File: config.mk
export PLATFORM = sky130hd
export DESIGN_NAME = alu_lane_issuer
export DESIGN_NICKNAME = d
export VERILOG_FILES = /design/src/rtl/alu_lane_issuer.sv
export SDC_FILE = /design/constraint.sdc
export NUM_CORES = 1
export LEC_CHECK = 0
export CAP_MARGIN = 15
export CORE_MARGIN = 2
export CORE_UTILIZATION = 51
export DETAILED_ROUTE_END_ITERATION = 16
export GPL_TIMING_DRIVEN = 1
export PLACE_DENSITY = 0.82
export SLEW_MARGIN = 0
export SYNTH_ARGS = -nofsm -noshare
export SYNTH_HDL_FRONTEND = slang
export SYNTH_SLANG_ARGS = --single-unit
File: constraint.sdc
create_clock -name clk -period 4.9 [get_ports clk]
set_input_delay 0.98 -clock clk [delete_from_list [all_inputs] [get_ports clk]]
set_output_delay 0.98 -clock clk [all_outputs]
set_load 0.005 [all_outputs]
File: src/rtl/alu_lane_issuer.sv
// Issues a packed multi-lane operation one byte lane per cycle to a shared
// 8-bit ALU and reassembles the per-lane results into a packed response.
module alu_lane_issuer #(
    parameter int LANES = 4
) (
    input  logic               clk,
    input  logic               rst,
    input  logic               req_valid,
    output logic               req_ready,
    input  logic [LANES*8-1:0] req_a,
    input  logic [LANES*8-1:0] req_b,
    input  logic [3:0]         req_func,
    output logic               resp_valid,
    input  logic               resp_ready,
    output logic [LANES*8-1:0] resp_data,
    output logic               resp_zero,
    output logic               resp_err,
    output logic [7:0]         alu_a,
    output logic [7:0]         alu_b,
    output logic [3:0]         alu_func,
    input  logic [7:0]         alu_result
);

    localparam int IDX_W = (LANES > 1) ? $clog2(LANES) : 1;
    localparam logic [IDX_W-1:0] LAST_IDX = IDX_W'(LANES - 1);

    typedef enum logic [1:0] {IDLE, ISSUE, RESP} state_t;

    state_t             state_q, state_d;
    logic [LANES*8-1:0] a_q, a_d, b_q, b_d;
    logic [LANES*8-1:0] res_q, res_d, res_next;
    logic [3:0]         func_q, func_d;
    logic [IDX_W-1:0]   idx_q, idx_d;
    logic [LANES*8-1:0] resp_data_q, resp_data_d;
    logic               resp_zero_q, resp_zero_d;
    logic               resp_err_q, resp_err_d;
    logic               func_ok;
    logic [7:0]         a_lane [LANES];
    logic [7:0]         b_lane [LANES];

    // Per-lane operand views and the result vector with the current lane replaced.
    genvar gi;
    generate
        for (gi = 0; gi < LANES; gi++) begin : g_lane
            assign a_lane[gi] = a_q[gi*8 +: 8];
            assign b_lane[gi] = b_q[gi*8 +: 8];
            assign res_next[gi*8 +: 8] =
                ((state_q == ISSUE) && (idx_q == IDX_W'(gi))) ? alu_result : res_q[gi*8 +: 8];
        end
    endgenerate

    always_comb begin
        case (req_func)
            4'b0000, 4'b0001, 4'b0010, 4'b0011, 4'b0100, 4'b0110,
            4'b1000, 4'b1001, 4'b1010, 4'b1011, 4'b1100: func_ok = 1'b1;
            default:                                     func_ok = 1'b0;
        endcase
    end

    always_comb begin
        state_d     = state_q;
        a_d         = a_q;
        b_d         = b_q;
        func_d      = func_q;
        idx_d       = idx_q;
        res_d       = res_q;
        resp_data_d = resp_data_q;
        resp_zero_d = resp_zero_q;
        resp_err_d  = resp_err_q;
        req_ready   = 1'b0;
        resp_valid  = 1'b0;
        alu_a       = 8'd0;
        alu_b       = 8'd0;
        alu_func    = 4'd0;
        case (state_q)
            IDLE: begin
                req_ready = 1'b1;
                if (req_valid) begin
                    a_d    = req_a;
                    b_d    = req_b;
                    func_d = req_func;
                    idx_d  = '0;
                    if (func_ok) begin
                        state_d = ISSUE;
                    end else begin
                        // Unsupported code: answer immediately without touching the ALU.
                        state_d     = RESP;
                        resp_data_d = '0;
                        resp_zero_d = 1'b0;
                        resp_err_d  = 1'b1;
                    end
                end
            end
            ISSUE: begin
                alu_a    = a_lane[idx_q];
                alu_b    = b_lane[idx_q];
                alu_func = func_q;
                res_d    = res_next;
                idx_d    = idx_q + 1'b1;
                if (idx_q == LAST_IDX) begin
                    state_d     = RESP;
                    idx_d       = '0;
                    resp_data_d = res_next;
                    resp_zero_d = (res_next == '0);
                    resp_err_d  = 1'b0;
                end
            end
            RESP: begin
                resp_valid = 1'b1;
                if (resp_ready) state_d = IDLE;
            end
            default: state_d = IDLE;
        endcase
    end

    always_ff @(posedge clk) begin
        if (rst) begin
            state_q     <= IDLE;
            a_q         <= '0;
            b_q         <= '0;
            func_q      <= '0;
            idx_q       <= '0;
            res_q       <= '0;
            resp_data_q <= '0;
            resp_zero_q <= 1'b0;
            resp_err_q  <= 1'b0;
        end else begin
            state_q     <= state_d;
            a_q         <= a_d;
            b_q         <= b_d;
            func_q      <= func_d;
            idx_q       <= idx_d;
            res_q       <= res_d;
            resp_data_q <= resp_data_d;
            resp_zero_q <= resp_zero_d;
            resp_err_q  <= resp_err_d;
        end
    end

    assign resp_data = resp_data_q;
    assign resp_zero = resp_zero_q;
    assign resp_err  = resp_err_q;

endmodule

Word level (Yosys, flattened, before mapping)

Memory sizes are Yosys's and may differ from the RTL's.
Index checks and enable logic that the tools add are counted.

Add/subtract/negate cells: 1
Shift-type cells: 0
Bitwise logic cells: 1
$mul: 0
Divide/modulo/power cells: 0
Magnitude comparators: 1
Mux-type cells: 35
Reductions and logical operators: 12
Equal/unequal tests: 9

Operator list:

| cell                                                             | count |
|---|---|
| 32-bit two-way mux                                               | 3 |
| 8-bit two-way mux                                                | 10 |
| 32-bit case mux with 2 select lines                              | 1 |
| 8-bit binary-select mux with 2-bit select                        | 2 |
| 32-bit zero test                                                 | 1 |
| 2-bit two-way mux                                                | 6 |
| 1-bit two-way mux                                                | 8 |
| 2-bit == test (second input constant)                            | 3 |
| 2-bit != test (second input constant)                            | 3 |
| 2-bit case mux with 3 select lines                               | 1 |
| 2-bit by 1-bit == test with 1-bit output (second input constant) | 2 |
| 1-bit logical AND                                                | 4 |
| 2-bit zero test                                                  | 2 |
| 4-bit two-way mux                                                | 1 |
| 1-bit case mux with 2 select lines                               | 2 |
| 2-bit case mux with 2 select lines                               | 1 |
| 2-bit AND reduction                                              | 2 |
| 4-bit AND reduction                                              | 1 |
| 3-bit greater-or-equal comparator (second input constant)        | 1 |
| 2-bit inverter with 3-bit output                                 | 1 |
| 3-bit AND reduction                                              | 1 |
| 2-bit by 1-bit adder with 2-bit output (second input constant)   | 1 |
| 2-bit by 1-bit != test with 1-bit output (second input constant) | 1 |
| 2-bit nonzero test                                               | 1 |

Latch bits: 0
Bits in read-only memories: 16
Memories kept: 1
Bits in writable memories: 0
Bits in registers: 138
Input port bits: 80
Logic and storage cells: 69

Memory list:

| memory          | words | width | read ports | clocked after Yosys merged registers in | write ports | RTL line | text |
|---|---|---|---|---|---|---|---|
| (no name shown) | 16    | 1     | 1          | 0                                       | 0           | 53       | `case (req_func)` |

Logic depth before layout (Yosys ltp)

Word-level depth: 6
Depth in mapped cells: 10
Depth with buffers taken out: 7

Worst setup path after synthesis

OpenSTA, ideal clock, no wires.

Kind: reg-to-reg
Start point: register idx_q[1]
End point: register resp_zero_q (netlist: resp_zero)
Cell stages (with the launch flop): 11
Path slack: 2.104 ns
Period minus slack after synthesis: 2.796 ns
Arrival time: 2.712 ns
Buffers on the path: 3
Cell sequence: dfxtp_1 clkbuf_1 clkbuf_1 inv_1 ha_1 nand3b_1 buf_6 mux2i_1 o2111ai_1 or4_1 o31ai_2

Cells in the longest elaborated chain, start to end: 6
Elaborated cells between the ends (all ways): 17

RTL lines:

| element                                                          | RTL line | text |
|---|---|---|
| start, declared                                                  | 33       | `logic [IDX_W-1:0] idx_q, idx_d;` |
| start signal, assigned                                           | 132      | `idx_q <= idx_d;` |
| 2-bit by 1-bit == test with 1-bit output (tied with other cells) | 48       | `((state_q == ISSUE) && (idx_q == IDX_W'(gi))) ? alu_result : res_q[gi*8 +: 8];` |
| 1-bit logical AND                                                | 48       |  |
| 8-bit two-way mux                                                | 48       |  |
| 32-bit zero test                                                 | 104      | `resp_zero_d = (res_next == '0);` |
| 1-bit two-way mux                                                | 100      | `if (idx_q == LAST_IDX) begin` |
| 1-bit case mux with 2 select lines                               | 75       | `case (state_q)` |
| end signal, assigned                                             | 135      | `resp_zero_q <= resp_zero_d;` |
| end, declared                                                    | 35       | `logic resp_zero_q, resp_zero_d;` |

Several ways; a longest one is shown, not always the timed one. The select of a mux whose other input is x is not followed.
A chain may end at the register's enable or synchronous reset.

Worst setup path after layout

Start point: register idx_q[0]
End point: output port alu_a[2]

Cells in the longest elaborated chain, start to end: 5

RTL lines:

| element                                                | RTL line | text |
|---|---|---|
| 2-bit inverter with 3-bit output (implied by the code) | 95       | `alu_a = a_lane[idx_q];` |
| 8-bit binary-select mux with 2-bit select              | 95       |  |
| 8-bit two-way mux (implied by the code) (2 in series)  | 95       |  |
| 8-bit two-way mux                                      | 75       |  |
| end, declared                                          | 18       | `output logic [7:0] alu_a,` |

Every way passes these cells. The select of a mux whose other input is x is not followed.

==> out/qor.txt <==
Quantity of gates resized following cts - 0
Required arrival time at the worst endpoint - 3.92 ns
Share of Yosys cell area claimed by the top area cell type - 49.5%
Highest net fanout along the worst path - 16
Layout overhead on the synthesized area - 34.4%
Gr ovfl total - 0
NetSw - 0.750 mW
Syn_area_per_cell - 8.57 um2
Total routed wirelength - 15.0 mm
Starting DRT DRC Count - 350
Clk pwr share - 42.1%
Die Y - 109 um
Average wire per standard cell - 16.4 um
Num rows - 38
Share of synthesized area spent on multiplexers - 11.1%
Port-buffer cells - 135
Fraction of final layout cells sized beyond drive strength 1 - 7.62%
First-pass GRT wire length - 23.2 mm
CP startpoint kind - flop
Sequential group share of total power - 44.0%
Routing layer with the top usage in global route - met2
Worst Max-Slew Pin Slew - 1.11 ns
Number of I/O pins - 136
Global routing met2 resource utilization - 43.9%
Setup WS pre-CTS - 1.59 ns
Max Clock Skew - 0.00409 ns
Flops & latches, synth - 138
Nature of the critical path endpoint - output port
Accumulated negative setup slack - 0 ns
Weighted congestion reported at the end of routability-driven placement - 0.835
Synth Instances - 652
Cell types occupying the most area after synthesis - sky130_fd_sc_hd__dfxtp_1 (49%), sky130_fd_sc_hd__nand2_1 (13%), sky130_fd_sc_hd__a21oi_1 (10%)
Setup-failing EPs final - 0
Synthesized area - 5590 um2
Hold WC Path Type - flop to flop
Share of synthesized cell area in and, or, nand and nor gates - 23.3%
Buffer levels on the longest clock path - 2
TritonCTS clock tree - built
Sequential share of the synthesized area - 49.5%
Remaining number of nets flagged by the antenna check after routing - 0
Count of final hold-check violations - 0
Areal power density over the cells - 373 nW/um2
Final Critical Period - 3.81 ns
Number of antenna violations at the first check in global routing - 0
Number of distinct library cells after synthesis - 33
Length of the first detailed-routing pass in iterations - 6
Post-detailed-route DRC marker count - 0
Met1 track demand over resource - 30.2%
Core Region - 10,700 um2
Internal cell power - 2.05 mW
Fraction of synthesized cell area in xor and xnor cells - 0%
Largest voltage drop on the vdd net - 0.315 mV
Sinks on Clock Net - 138
Source-to-sink clock delay at the later pin of the worst-skew pair - 0.52 ns
Combinational family with the most area after synthesis - simple AND/OR/NAND/NOR gates
Compound-Gate Fraction of Synth Area - 11.2%
Antenna cell count - 0
Combinational share of power - 13.9%
Post-synth net total - 736
Number of buffers created by CTS - 17
Highest Clock Rate - 263 MHz
Library cell with the largest summed area after synthesis - sky130_fd_sc_hd__dfxtp_1
Count of max-cap constraint violations - 0
Data arrival at the endpoint of the critical path - 2.83 ns
Pin count of the biggest net entering global routing - 85
Number of post-CTS setup repair buffers - 0
Fraction of met3 tracks used by global routing - 6.22%
Vias per Instance - 5.42
Run status - complete, no violations
Warning count from the yosys run - 0
Width of the die - 109 um
Final Cycle Share - 77.7%
Unrepaired setup endpoints after global routing - false
Post-layout worst setup margin - 1.09 ns
Leakage power - 2.84 nW
Global-route usage over all layers - 25.2%
Fill cell count - 843
Switching power as a share of total power - 26.8%
Buffer type at the clock tree root - sky130_fd_sc_hd__clkbuf_8
Clock slew at the register clock pins of the worst setup and hold paths - 0.06 ns
Initial standard-cell utilization of the core - 52.0%
Worst max-slew margin expressed relative to the limit - 25.6%
Slew Limit Fails - 0
CTS Hold Buffers Added - 0
Setup CP Type - flop to output port
Number of nets in the finished design - 845
Vias in the first global route - 4,839
Arithmetic-cell share of the synthesized area counting full adders, half adders and majority gates - 0.896%
Maximum level of the CTS H-tree - 4
Half-perimeter wire length of the detailed placement result - 9.88 mm
Routed via count - 4,955
Overall die area - 11,800 um2
[flip-flops by register name (all words and copies together), names as in the netlist]
register   flops
resp_zero      1
resp_err       1
res_q         32
a_q           32
state_q        2
func_q         4
b_q           32
idx_q          2
resp_data     32
[layer usage]
metal | routed length (um) | vias to the layer above
met3 | 783 | 30
met4 | 354 | 0
met1 | 6080 | 2352
met5 | 0 | -
li1 | - | 2407
met2 | 7740 | 166
[power groups by stage]
| stage | registers, mW | logic [mW] | clock network [mW] |
|---|---|---|---|
| after floorplan | 1.23 | 0.251 | 0 |
| after global placement | 1.25 | 0.369 | 0 |
| after detailed placement | 1.25 | 0.379 | 0 |
| after CTS | 1.23 | 0.383 | 1.18 |
| after global routing | 1.24 | 0.426 | 1.23 |
| final | 1.23 | 0.390 | 1.18 |
[stage by stage]
| stage | hold slack [ns] | cell area (um2) | util [%] | power [mW] | std cells |
|---|---|---|---|---|---|
| final | 0.452 | 7510 | 69.9 | 2.80 | 914 |
| after global routing | 0.467 | 7510 | 69.9 | 2.90 | 914 |
| after CTS | 0.455 | 7490 | 69.7 | 2.80 | 913 |
| after detailed placement | 0.446 | 6940 | 64.5 | 1.63 | 881 |
| after global placement | 0.440 | 6940 | 64.5 | 1.62 | 881 |
| after floorplan | 0.432 | 5590 | - | 1.48 | 652 |
[placed cells by master (no fill, tap or decap), types with 2 or more instances in the layout]
cell,n
sky130_fd_sc_hd__a21o_1,2
sky130_fd_sc_hd__a21oi_1,115
sky130_fd_sc_hd__and2_1,20
sky130_fd_sc_hd__buf_4,6
sky130_fd_sc_hd__clkbuf_16,16
sky130_fd_sc_hd__clkbuf_8,2
sky130_fd_sc_hd__clkdlybuf4s50_1,134
sky130_fd_sc_hd__clkinv_2,3
sky130_fd_sc_hd__clkinvlp_4,7
sky130_fd_sc_hd__dfxtp_1,138
sky130_fd_sc_hd__ha_1,4
sky130_fd_sc_hd__inv_1,2
sky130_fd_sc_hd__inv_6,2
sky130_fd_sc_hd__mux2i_1,26
sky130_fd_sc_hd__mux4_2,16
sky130_fd_sc_hd__nand2_1,188
sky130_fd_sc_hd__nand2b_1,2
sky130_fd_sc_hd__nand3_1,4
sky130_fd_sc_hd__nand3b_1,5
sky130_fd_sc_hd__nand4_1,2
sky130_fd_sc_hd__nor2_1,28
sky130_fd_sc_hd__nor2b_1,2
sky130_fd_sc_hd__nor3_1,5
sky130_fd_sc_hd__nor3b_1,2
sky130_fd_sc_hd__nor4_1,5
sky130_fd_sc_hd__or3_1,24
[layout make-up]
class	instances	area (um2)	share of cell area (%)
inverter	2	7.51	0.100
tap	140	175	2.33
sequential	138	2760	36.8
clock inverter	14	124	1.65
multi-input combinational	461	2600	34.7
clock buffer	18	428	5.70
timing repair buffer	141	1410	18.7
[synth_stat cells (all sizes together)]
cell type,number
nor3b,2
a21o,2
nor3,5
and3b,1
nor2b,2
nor2,28
nand3,4
o31ai,1
a21oi,115
nand2b,2
nor4,5
mux4,16
mux2i,26
nor4b,1
a2111oi,1
clkbuf,41
and2,21
nand4,2
or3,24
and2b,1
dfxtp,138
ha,4
o2111ai,1
nand3b,5
nand2,189
or4,1
and3,1
buf,10
inv,2
o22ai,1
[worst max-delay path: stages, from the launching register on]
cell,delay (ns)
sky130_fd_sc_hd__dfxtp_1,0.89
sky130_fd_sc_hd__buf_4,0.30
sky130_fd_sc_hd__mux4_2,0.52
sky130_fd_sc_hd__and2_1,0.17
sky130_fd_sc_hd__clkdlybuf4s50_1,0.44
[final timing paths]
check                      from            end  slack, ns  cells after the start
setup reg to reg       idx_q[1]      resp_zero       1.51                      7
hold reg to reg   resp_data[16]  resp_data[16]       0.45                      2
setup / recovery       idx_q[0]       alu_a[2]       1.09                      4
hold / removal    resp_data[16]  resp_data[16]       0.45                      2
[logic make-up (layout without fill, tap and decap cells)]
kind of cell | after synthesis | in the layout
AO/OA/AOI/OAI | 121 | 121
multiplexers | 42 | 42
adder cells (fa/ha/maj) | 4 | 4
buffers and inverters | 53 | 175
AND/OR/NAND/NOR | 294 | 294
flip-flops | 138 | 138
(Power assumes the default switching activity.)
